--- config.mk ---
export PLATFORM = sky130hd
export DESIGN_NAME = r52_prog_loader_flat
export DESIGN_NICKNAME = d
export VERILOG_FILES = /design/src/rtl/r52_pkg.sv /design/src/rtl/r52_prog_loader_if.sv /design/src/rtl/r52_ser_deser.sv /design/src/rtl/r52_prog_loader.sv /design/src/flat_wrapper.sv
export SDC_FILE = /design/constraint.sdc
export NUM_CORES = 1
export LEC_CHECK = 0
export ABC_AREA = 1
export CAP_MARGIN = 10
export CELL_PAD_IN_SITES_DETAIL_PLACEMENT = 1
export CELL_PAD_IN_SITES_GLOBAL_PLACEMENT = 1
export CORE_UTILIZATION = 34
export DETAILED_ROUTE_END_ITERATION = 8
export PLACE_DENSITY = 0.7
export SETUP_SLACK_MARGIN = 0.4
export SLEW_MARGIN = 20
export SYNTH_ARGS = -nofsm -noshare
export SYNTH_HDL_FRONTEND = slang
export SYNTH_HIERARCHICAL = 1
export SYNTH_SLANG_ARGS = --single-unit
--- constraint.sdc ---
create_clock -name timer555 -period 2.4 [get_ports timer555]
set_clock_uncertainty 0.1 [all_clocks]
set_input_delay 0.48 -clock timer555 [delete_from_list [all_inputs] [get_ports timer555]]
set_output_delay 0.48 -clock timer555 [all_outputs]
set_load 0.01 [all_outputs]
--- src/rtl/r52_pkg.sv ---
// Shared definitions for the R52 program loader: width defaults, loader states
// and the R52 instruction field positions.
package r52_pkg;

  localparam int ADDR_WIDTH_DEF = 4;
  localparam int DATA_WIDTH_DEF = 12;

  typedef enum logic [1:0] {
    ST_IDLE  = 2'd0,
    ST_SHIFT = 2'd1,
    ST_WRITE = 2'd2,
    ST_DONE  = 2'd3
  } loader_state_e;

  // Opcode bits are one-hot in the upper byte; the operand address is the low nibble.
  localparam int OPC_BRP_BIT   = 4;
  localparam int OPC_BRA_BIT   = 6;
  localparam int OPC_SUB_BIT   = 8;
  localparam int OPC_OUT_BIT   = 9;
  localparam int OPC_LOAD_BIT  = 10;
  localparam int OPC_STORE_BIT = 11;
  localparam int OPERAND_MSB   = 3;
  localparam int OPERAND_LSB   = 0;

endpackage

--- src/rtl/r52_prog_loader_if.sv ---
// Serial-load and RAM1-write signal bundle between the program source and the loader.
interface r52_prog_loader_if
  import r52_pkg::*;
#(
  parameter int ADDR_WIDTH = ADDR_WIDTH_DEF,
  parameter int DATA_WIDTH = DATA_WIDTH_DEF
) ();

  logic                  start;
  logic [ADDR_WIDTH-1:0] prog_len;
  logic                  ser_bit;
  logic                  ser_valid;
  logic [ADDR_WIDTH-1:0] ram_addr;
  logic [DATA_WIDTH-1:0] ram_data;
  logic                  ram_we;
  logic                  cpu_hold;
  logic                  busy;
  logic                  done;
  logic                  overrun;

  modport master (
    output start, prog_len, ser_bit, ser_valid,
    input  ram_addr, ram_data, ram_we, cpu_hold, busy, done, overrun
  );

  modport slave (
    input  start, prog_len, ser_bit, ser_valid,
    output ram_addr, ram_data, ram_we, cpu_hold, busy, done, overrun
  );

endinterface

--- src/rtl/r52_ser_deser.sv ---
// Serial-to-parallel word assembler: MSB-first shift register plus bit counter.
// word/word_done present the completed word in the same cycle its last bit arrives.
module r52_ser_deser
  import r52_pkg::*;
#(
  parameter int DATA_WIDTH = DATA_WIDTH_DEF
) (
  input  logic                  clk,
  input  logic                  rst,
  input  logic                  clear,
  input  logic                  shift_en,
  input  logic                  ser_bit,
  output logic [DATA_WIDTH-1:0] word,
  output logic                  word_done
);

  localparam int CNT_W = $clog2(DATA_WIDTH);
  localparam logic [CNT_W-1:0] LAST_BIT = CNT_W'(DATA_WIDTH - 1);

  // Only the older DATA_WIDTH-1 bits need storage; the newest bit comes straight from ser_bit.
  logic [DATA_WIDTH-2:0] shreg_r;
  logic [CNT_W-1:0]      cnt_r;

  // Next word value and end-of-word detect.
  always_comb begin
    word      = {shreg_r, ser_bit};
    word_done = 1'b0;
    if (shift_en && (cnt_r == LAST_BIT)) begin
      word_done = 1'b1;
    end else begin
      word_done = 1'b0;
    end
  end

  // Shift register and bit counter.
  always_ff @(posedge clk or posedge rst) begin
    if (rst) begin
      shreg_r <= '0;
      cnt_r   <= '0;
    end else if (clear) begin
      shreg_r <= '0;
      cnt_r   <= '0;
    end else if (shift_en) begin
      shreg_r <= word[DATA_WIDTH-2:0];
      cnt_r   <= word_done ? '0 : cnt_r + CNT_W'(1);
    end
  end

endmodule

--- src/rtl/r52_prog_loader.sv ---
// R52 program loader: assembles serial words, writes them to RAM1 at sequential
// addresses and holds the CPU in reset until a full program has been loaded.
module r52_prog_loader
  import r52_pkg::*;
#(
  parameter int ADDR_WIDTH = ADDR_WIDTH_DEF,
  parameter int DATA_WIDTH = DATA_WIDTH_DEF
) (
  input logic               timer555,
  input logic               reset_count,
  r52_prog_loader_if.slave  bus
);

  loader_state_e         state_r;
  logic [ADDR_WIDTH-1:0] len_r;
  logic [ADDR_WIDTH-1:0] ram_addr_r;
  logic [DATA_WIDTH-1:0] ram_data_r;
  logic                  ram_we_r;
  logic                  cpu_hold_r;
  logic                  busy_r;
  logic                  done_r;
  logic                  overrun_r;

  logic                  shift_en_s;
  logic                  clear_s;
  logic [DATA_WIDTH-1:0] word_s;
  logic                  word_done_s;
  logic [ADDR_WIDTH-1:0] last_addr_s;

  // Deserialiser control and final-address compare (length 0 wraps to the top address).
  always_comb begin
    shift_en_s  = (state_r == ST_SHIFT) && bus.ser_valid;
    clear_s     = (state_r != ST_SHIFT);
    last_addr_s = len_r - ADDR_WIDTH'(1);
  end

  r52_ser_deser #(.DATA_WIDTH(DATA_WIDTH)) u_ser_deser (
    .clk       (timer555),
    .rst       (reset_count),
    .clear     (clear_s),
    .shift_en  (shift_en_s),
    .ser_bit   (bus.ser_bit),
    .word      (word_s),
    .word_done (word_done_s)
  );

  // Loader FSM with registered outputs.
  always_ff @(posedge timer555 or posedge reset_count) begin
    if (reset_count) begin
      state_r    <= ST_IDLE;
      len_r      <= '0;
      ram_addr_r <= '0;
      ram_data_r <= '0;
      ram_we_r   <= 1'b0;
      cpu_hold_r <= 1'b1;
      busy_r     <= 1'b0;
      done_r     <= 1'b0;
      overrun_r  <= 1'b0;
    end else begin
      ram_we_r <= 1'b0;
      case (state_r)
        ST_IDLE, ST_DONE: begin
          if (bus.start) begin
            state_r    <= ST_SHIFT;
            len_r      <= bus.prog_len;
            ram_addr_r <= '0;
            overrun_r  <= 1'b0;
            busy_r     <= 1'b1;
            done_r     <= 1'b0;
            cpu_hold_r <= 1'b1;
          end
        end
        ST_SHIFT: begin
          if (word_done_s) begin
            ram_data_r <= word_s;
            ram_we_r   <= 1'b1;
            state_r    <= ST_WRITE;
          end
        end
        ST_WRITE: begin
          // A bit arriving while the write is in progress has nowhere to go.
          if (bus.ser_valid) begin
            overrun_r <= 1'b1;
          end
          if (ram_addr_r == last_addr_s) begin
            state_r    <= ST_DONE;
            busy_r     <= 1'b0;
            done_r     <= 1'b1;
            cpu_hold_r <= 1'b0;
          end else begin
            ram_addr_r <= ram_addr_r + ADDR_WIDTH'(1);
            state_r    <= ST_SHIFT;
          end
        end
        default: begin
          state_r    <= ST_IDLE;
          busy_r     <= 1'b0;
          done_r     <= 1'b0;
          cpu_hold_r <= 1'b1;
        end
      endcase
    end
  end

  assign bus.ram_addr = ram_addr_r;
  assign bus.ram_data = ram_data_r;
  assign bus.ram_we   = ram_we_r;
  assign bus.cpu_hold = cpu_hold_r;
  assign bus.busy     = busy_r;
  assign bus.done     = done_r;
  assign bus.overrun  = overrun_r;

endmodule

--- src/flat_wrapper.sv ---
// flat-port wrapper written by rule: the top's interface ports become plain ports
module r52_prog_loader_flat import r52_pkg::*;
#(
  parameter int ADDR_WIDTH = ADDR_WIDTH_DEF,
  parameter int DATA_WIDTH = DATA_WIDTH_DEF
)
  (timer555, reset_count, bus_start, bus_prog_len, bus_ser_bit, bus_ser_valid, bus_ram_addr, bus_ram_data, bus_ram_we, bus_cpu_hold, bus_busy, bus_done, bus_overrun);
  r52_prog_loader_if #(.ADDR_WIDTH(ADDR_WIDTH), .DATA_WIDTH(DATA_WIDTH)) bus_i ();
  input logic timer555;
  input logic reset_count;
  input wire logic [$bits(bus_i.start)-1:0] bus_start;
  input wire logic [$bits(bus_i.prog_len)-1:0] bus_prog_len;
  input wire logic [$bits(bus_i.ser_bit)-1:0] bus_ser_bit;
  input wire logic [$bits(bus_i.ser_valid)-1:0] bus_ser_valid;
  output wire logic [$bits(bus_i.ram_addr)-1:0] bus_ram_addr;
  output wire logic [$bits(bus_i.ram_data)-1:0] bus_ram_data;
  output wire logic [$bits(bus_i.ram_we)-1:0] bus_ram_we;
  output wire logic [$bits(bus_i.cpu_hold)-1:0] bus_cpu_hold;
  output wire logic [$bits(bus_i.busy)-1:0] bus_busy;
  output wire logic [$bits(bus_i.done)-1:0] bus_done;
  output wire logic [$bits(bus_i.overrun)-1:0] bus_overrun;
  assign bus_i.start = bus_start;
  assign bus_i.prog_len = bus_prog_len;
  assign bus_i.ser_bit = bus_ser_bit;
  assign bus_i.ser_valid = bus_ser_valid;
  assign bus_ram_addr = bus_i.ram_addr;
  assign bus_ram_data = bus_i.ram_data;
  assign bus_ram_we = bus_i.ram_we;
  assign bus_cpu_hold = bus_i.cpu_hold;
  assign bus_busy = bus_i.busy;
  assign bus_done = bus_i.done;
  assign bus_overrun = bus_i.overrun;
  r52_prog_loader #(.ADDR_WIDTH(ADDR_WIDTH), .DATA_WIDTH(DATA_WIDTH)) u_core (.timer555(timer555), .reset_count(reset_count), .bus(bus_i));
endmodule
* Word level (Yosys, flattened, before mapping)
Cells that the tools add are included.
Widths: inputs -> output; s select.
** Word-level totals
- Bits in registers :: 42
- Word-level logic and storage cells :: 60
- Output and inout bits :: 21
- Bits of input ports :: 9
** Operators by class
- Muxes and demuxes :: 23
- Equal/unequal tests :: 11
- Add/subtract/negate cells :: 3
- Reductions and logical operators :: 12
** Operators with widths (count)
- $mux 11 :: 2
- $mux 4 :: 5
- $reduce_and 3->1 :: 3
- $add 4x1->4 const B :: 2
- $mux 1 :: 8
- $ne 2x2->1 const B :: 4
- $pmux 4 s2 :: 1
- $mux 2 :: 3
- $pmux 1 s2 :: 3
- $pmux 2 s3 :: 1
- $reduce_and 2->1 :: 3
- $eq 2x2->1 const B :: 2
- $eq 4x4->1 :: 1
- $eq 4x4->1 const B :: 1
- $ne 2x1->1 const B :: 2
- $reduce_bool 2->1 :: 2
- $sub 4x1->4 const B :: 1
- $eq 2x1->1 const B :: 1
- $logic_and 1x1->1 :: 2
- $logic_not 2->1 :: 1
- $reduce_or 2->1 :: 1

* Longest topological paths before layout
- Depth after elaboration :: 7
- Mapped depth :: 13
- Gate-level depth less buffers :: 13

* Cells and area by module
The synthesis kept the hierarchy.
** By module, submodules not included
- r52_prog_loader :: area an instance 1285.0 um^2, cells each 154, instances 1, sequential area each 676.9 um^2
- r52_ser_deser :: area an instance 655.6 um^2, cells each 71, instances 1, sequential area each 375.4 um^2

* Least setup slack after synthesis
No wires, ideal clock.
- Kind :: register to register
- Start point :: reg u_core.state_r[1]
- End point :: reg u_core.ram_data_r[0], in the netlist u_core/bus.ram_data[0]
- Stages on the path, launching flop included :: 14
- Library setup time :: 0.066 ns
- Required time :: 2.234 ns
- Arrival time :: 1.540 ns
- Path buffers :: 1
- Path slack :: 0.694 ns
- Clock period less this slack :: 1.706 ns
- Path through :: dfrtp_1 > inv_1 > ha_1 > nand2_1 > inv_1 > nand2_1 > inv_1 > nand2_1 > inv_1 > nand2_1 > inv_1 > buf_2 > nand2_1 > nand2_1
** On the way
- Cells in the longest elaborated chain, start to end :: 5
** Ends and longest elaborated chain
- from (decl) :: RTL line r52_prog_loader.sv:14 : loader_state_e state_r;
- from (signal assigned) :: RTL line r52_prog_loader.sv:50 : state_r <= ST_IDLE;
- from (signal assigned) :: RTL line r52_prog_loader.sv:64 : state_r <= ST_SHIFT;
- from (signal assigned) :: RTL line r52_prog_loader.sv:77 : state_r <= ST_WRITE;
- $eq 2x1->1 :: RTL line r52_prog_loader.sv:32 : shift_en_s = (state_r == ST_SHIFT) && bus.ser_valid;
- $logic_and 1x1->1 :: RTL line r52_prog_loader.sv:32
- via u_core.shift_en_s :: RTL line r52_prog_loader.sv:24 : logic shift_en_s;
- $logic_and 1x1->1 :: RTL line r52_ser_deser.sv:28 : if (shift_en && (cnt_r == LAST_BIT)) begin
- $mux 1 :: RTL line r52_ser_deser.sv:28
- via u_core.word_done_s :: RTL line r52_prog_loader.sv:27 : logic word_done_s;
- $reduce_and 2->1 (no line)
- to (signal assigned) :: RTL line r52_prog_loader.sv:75 : ram_data_r <= word_s;
- to (decl) :: RTL line r52_prog_loader.sv:17 : logic [DATA_WIDTH-1:0] ram_data_r;
The timed path passes the listed nets, and every way through them passes these cells.
A chain may end at the register's enable or synchronous reset.

* Worst setup path in the final report
- Start point :: reg u_core.cpu_hold_r, in the netlist u_core/bus.cpu_hold
- End point :: out bus_cpu_hold
** RTL lines
- from (decl) :: RTL line r52_prog_loader.sv:19 : logic cpu_hold_r;
- from (signal assigned) :: RTL line r52_prog_loader.sv:55 : cpu_hold_r <= 1'b1;
- from (signal assigned) :: RTL line r52_prog_loader.sv:70 : cpu_hold_r <= 1'b1;
- from (signal assigned) :: RTL line r52_prog_loader.sv:89 : cpu_hold_r <= 1'b0;
- to (decl) :: RTL line flat_wrapper.sv:18 : output wire logic [$bits(bus_i.cpu_hold)-1:0] bus_cpu_hold;
No word-level cell between the ends.

==> results.sh <==
export IMPL_syn_nets=240
export IMPL_netlist_cell_type_count=25
export IMPL_status="completed"
export IMPL_drv_cap=0
export IMPL_switchingPower_mw=0.815
export IMPL_place_congestion=0.786
export IMPL_cts_sinks=42
export IMPL_hold_path_end="u_core/bus.ram_data[3]$_DFFE_PP0P_"
export IMPL_htreeDepth=2
export IMPL_crit_required_ps=1820
export IMPL_cp_end_kind="output pin"
export IMPL_ant_nets=0
export IMPL_antenna_found_initial=0
export IMPL_ys_warn_count=6
export IMPL_reg2reg_to="u_core/bus.ram_data[5]$_DFFE_PP0P_"
export IMPL_clockPowerShare_pct=24.7
export IMPL_power_switching_share_pct=36.3
export IMPL_crit_buf_inv=1
export IMPL_cp_start_kind="flop"
export IMPL_fin_crit_sh_pct=80.2
export IMPL_worstHoldPathCells=2
export IMPL_clockBufferDepth=2
export IMPL_slew_viol_final=0
export IMPL_netlist_area_um2=1940
export IMPL_die_h_um=77.6
export IMPL_post_cts_buffers=0
export IMPL_grt_pass1_wl_um=7450
export IMPL_synth_edf_count=0
export IMPL_grt_max_degree=28
export IMPL_design_core_area_um2=5510
export IMPL_tritoncts="done"
export IMPL_hp_class="flop to flop"
export IMPL_async_reset_ff_share_pct=100
export IMPL_drt_iter0_markers=55
export IMPL_critPathKind="flop to output pin"
export IMPL_syn_to_final_growth_pct=26.6
export IMPL_ys_seq_elements=42
export IMPL_clkLatencyLatePin_ps=290
export IMPL_setup_violations=0
export IMPL_grt_pass1_vias=1594
export IMPL_worstReg2RegStart="u_core/state_r[1]$_DFFE_PP0P_"
export IMPL_hpwl_um=3130
export IMPL_arrival_ps=1340
export IMPL_rows=27
export IMPL_path_cells="clkdlybuf4s50_1"
export IMPL_cpMaxStageDelayCell="dfstp_2"
export IMPL_overflow=0
export IMPL_nNetsFinal=277
export IMPL_min_period_ps=1920
export IMPL_max_stage_delay_ps=530
export IMPL_p_int_mw=1.43
export IMPL_cts_buffers=5
export IMPL_path_delay_family="flip-flops"
export IMPL_post_drt_via_cell_ratio=4.63
export IMPL_routedWlPerCell_um=13.0
export IMPL_drt_first_pass_iters=4
export IMPL_drive_above_1_share_pct=12.5
export IMPL_fmax_mhz=520
export IMPL_reg2reg_depth=12
export IMPL_rsz0062_at_grt="true"
export IMPL_max_slew_margin_rel_pct=59.2
export IMPL_ys_flop_type="dfrtp_1"
export IMPL_setup_tns_ps=0
export IMPL_syn_inst=225
export IMPL_power_frac_comb_pct=35.3
export IMPL_die_x_um=77.6
export IMPL_pwr_share_seq_pct=40.0
export IMPL_drc=0
export IMPL_port_buffers=29
export IMPL_routed_wl_um=4340
export IMPL_worstHoldStart="u_core/u_ser_deser/shreg_r[2]$_DFFE_PP0P_"
export IMPL_final_core_util_pct=44.6
export IMPL_boundaryPins=30
export IMPL_yosysSeqAreaShare_pct=54.2
export IMPL_root_buffer="clkbuf_8"
export IMPL_synth_avg_cell_area_um2=8.62
export IMPL_track_usage_pct=15.9
export IMPL_ff2ff_setup_slack_ps=600
export IMPL_dieArea_um2=6010
export IMPL_path_max_fanout=2
export IMPL_start_util_pct=35.2
export IMPL_worst_pin_slew_ps=611
export IMPL_power_leakage_nw=1.21
export IMPL_clk_pin_slew_ps=80
export IMPL_n_antenna_cell=0
export IMPL_finalHoldWorstSlack_ps=381
export IMPL_num_vias=1551
export IMPL_vdd_drop_max_mv=0.303
export IMPL_p_per_area_nw_per_um2=914
export IMPL_hold_viol_final=0
==> layer usage <==
metal  share of wire (%)  vias to the layer above  track usage [%]
met5                   0                        -                0
met4                 1.2                        0             5.09
met3                 2.8                        5             3.88
met2                  49                       17             26.5
met1                  47                      757             20.3
li1                    -                      772                -
==> through the flow <==
stage	power [mW]	std cells	worst slack, ps	instance area [um2]
finish	2.24	335	476	2460
detailed placement	1.69	326	252	2330
floorplan	1.44	225	694	1940
CTS	2.26	334	455	2440
global route	2.41	335	398	2460
global placement	1.67	326	325	2330
==> final cells by class <==
class | instances | area, um2
Tap cell | 72 | 90.1
Clock buffer | 5 | 68.8
Inverter | 35 | 138
Clock inverter | 3 | 40.0
Sequential cell | 42 | 1050
Multi-Input combinational cell | 145 | 747
Fill cell | 644 | 3050
Timing Repair Buffer | 32 | 313
Timing Repair inverter | 1 | 7.51
==> cells by family after synthesis <==
logic type | after synthesis | share of synthesized area (%)
AO/OA/AOI/OAI | 26 | 7.99
flip-flops | 42 | 54.2
buffers and inverters | 38 | 7.74
adder cells (fa/ha/maj) | 6 | 3.87
multiplexers | 1 | 0.580
AND/OR/NAND/NOR | 107 | 23.3
XOR/XNOR | 5 | 2.26
==> tightest hold or removal path, cell delays in order, from the launching register on <==
cell and delay, ps:
dfrtp_1 350, nand2_1 50, nand2_1 50
==> synth_stat cells (4+ instances only) <==
library cell | instances | share of area, %
a21oi_1 | 8 | 2.1
nand2_1 | 78 | 15
o22ai_1 | 7 | 2.3
nand2_2 | 5 | 1.6
o21ai_0 | 5 | 1.3
o21ai_1 | 4 | 1.0
inv_2 | 4 | 0.77
ha_1 | 6 | 3.9
nor2_1 | 10 | 1.9
inv_1 | 30 | 5.8
nand3_1 | 8 | 2.1
dfrtp_1 | 41 | 53
==> flip-flops by register name (all words and copies together), names as in the netlist <==
name and count:
u_core/bus.ram_data 12, u_core/u_ser_deser/shreg_r 11, u_core/bus.ram_addr 4, u_core/len_r 4, u_core/u_ser_deser/cnt_r 4, u_core/state_r 2
u_core/bus.busy 1, u_core/bus.cpu_hold 1, u_core/bus.done 1, u_core/bus.overrun 1, u_core/bus.ram_we 1
==> worst max-delay path by stage <==
stage | startpoint | to | slack, ps | cells past startpoint
after global placement | bus_ser_valid | u_core/bus.ram_data[6]$_DFFE_PP0P_ | 320 | 11
final | u_core/bus.cpu_hold$_DFFE_PP1P_ | bus_cpu_hold | 480 | 1
after global routing | u_core/state_r[1]$_DFFE_PP0P_ | u_core/bus.ram_data[4]$_DFFE_PP0P_ | 400 | 12
after detailed placement | bus_ser_valid | u_core/bus.ram_data[5]$_DFFE_PP0P_ | 250 | 11
after CTS | u_core/bus.cpu_hold$_DFFE_PP1P_ | bus_cpu_hold | 460 | 1
after floorplan | u_core/state_r[1]$_DFFE_PP0P_ | u_core/bus.ram_data[0]$_DFFE_PP0P_ | 690 | 13
==> power groups by stage <==
stage	logic (mW)	registers, mW	clock network, mW
after floorplan	0.525	0.918	0
final	0.793	0.897	0.555
after global placement	0.766	0.906	0
after global routing	0.896	0.914	0.601
after detailed placement	0.782	0.913	0
after CTS	0.786	0.899	0.575
==> what timing repair did <==
| item | CTS | global route |
|---|---|---|
| hold buffers | 0 | 0 |
| resized for setup | 0 | 5 |
| setup endpoints to repair | 0 | 15 |
==> cell usage in the layout, fill, tap and decap left out, drive strengths merged <==
cell,count
o22ai,7
nor2,12
nand4,3
bufinv,1
a22o,1
buf,3
nand3,9
a21oi,8
clkinvlp,2
nand2,83
clkbuf,5
o21ai,10
xor2,3
inv,34
ha,6
dfstp,1
xnor2,2
clkdlybuf4s50,29
mux2,1
dfrtp,41
clkinv,2
No activity file was read; power rests on OpenSTA's default activity.
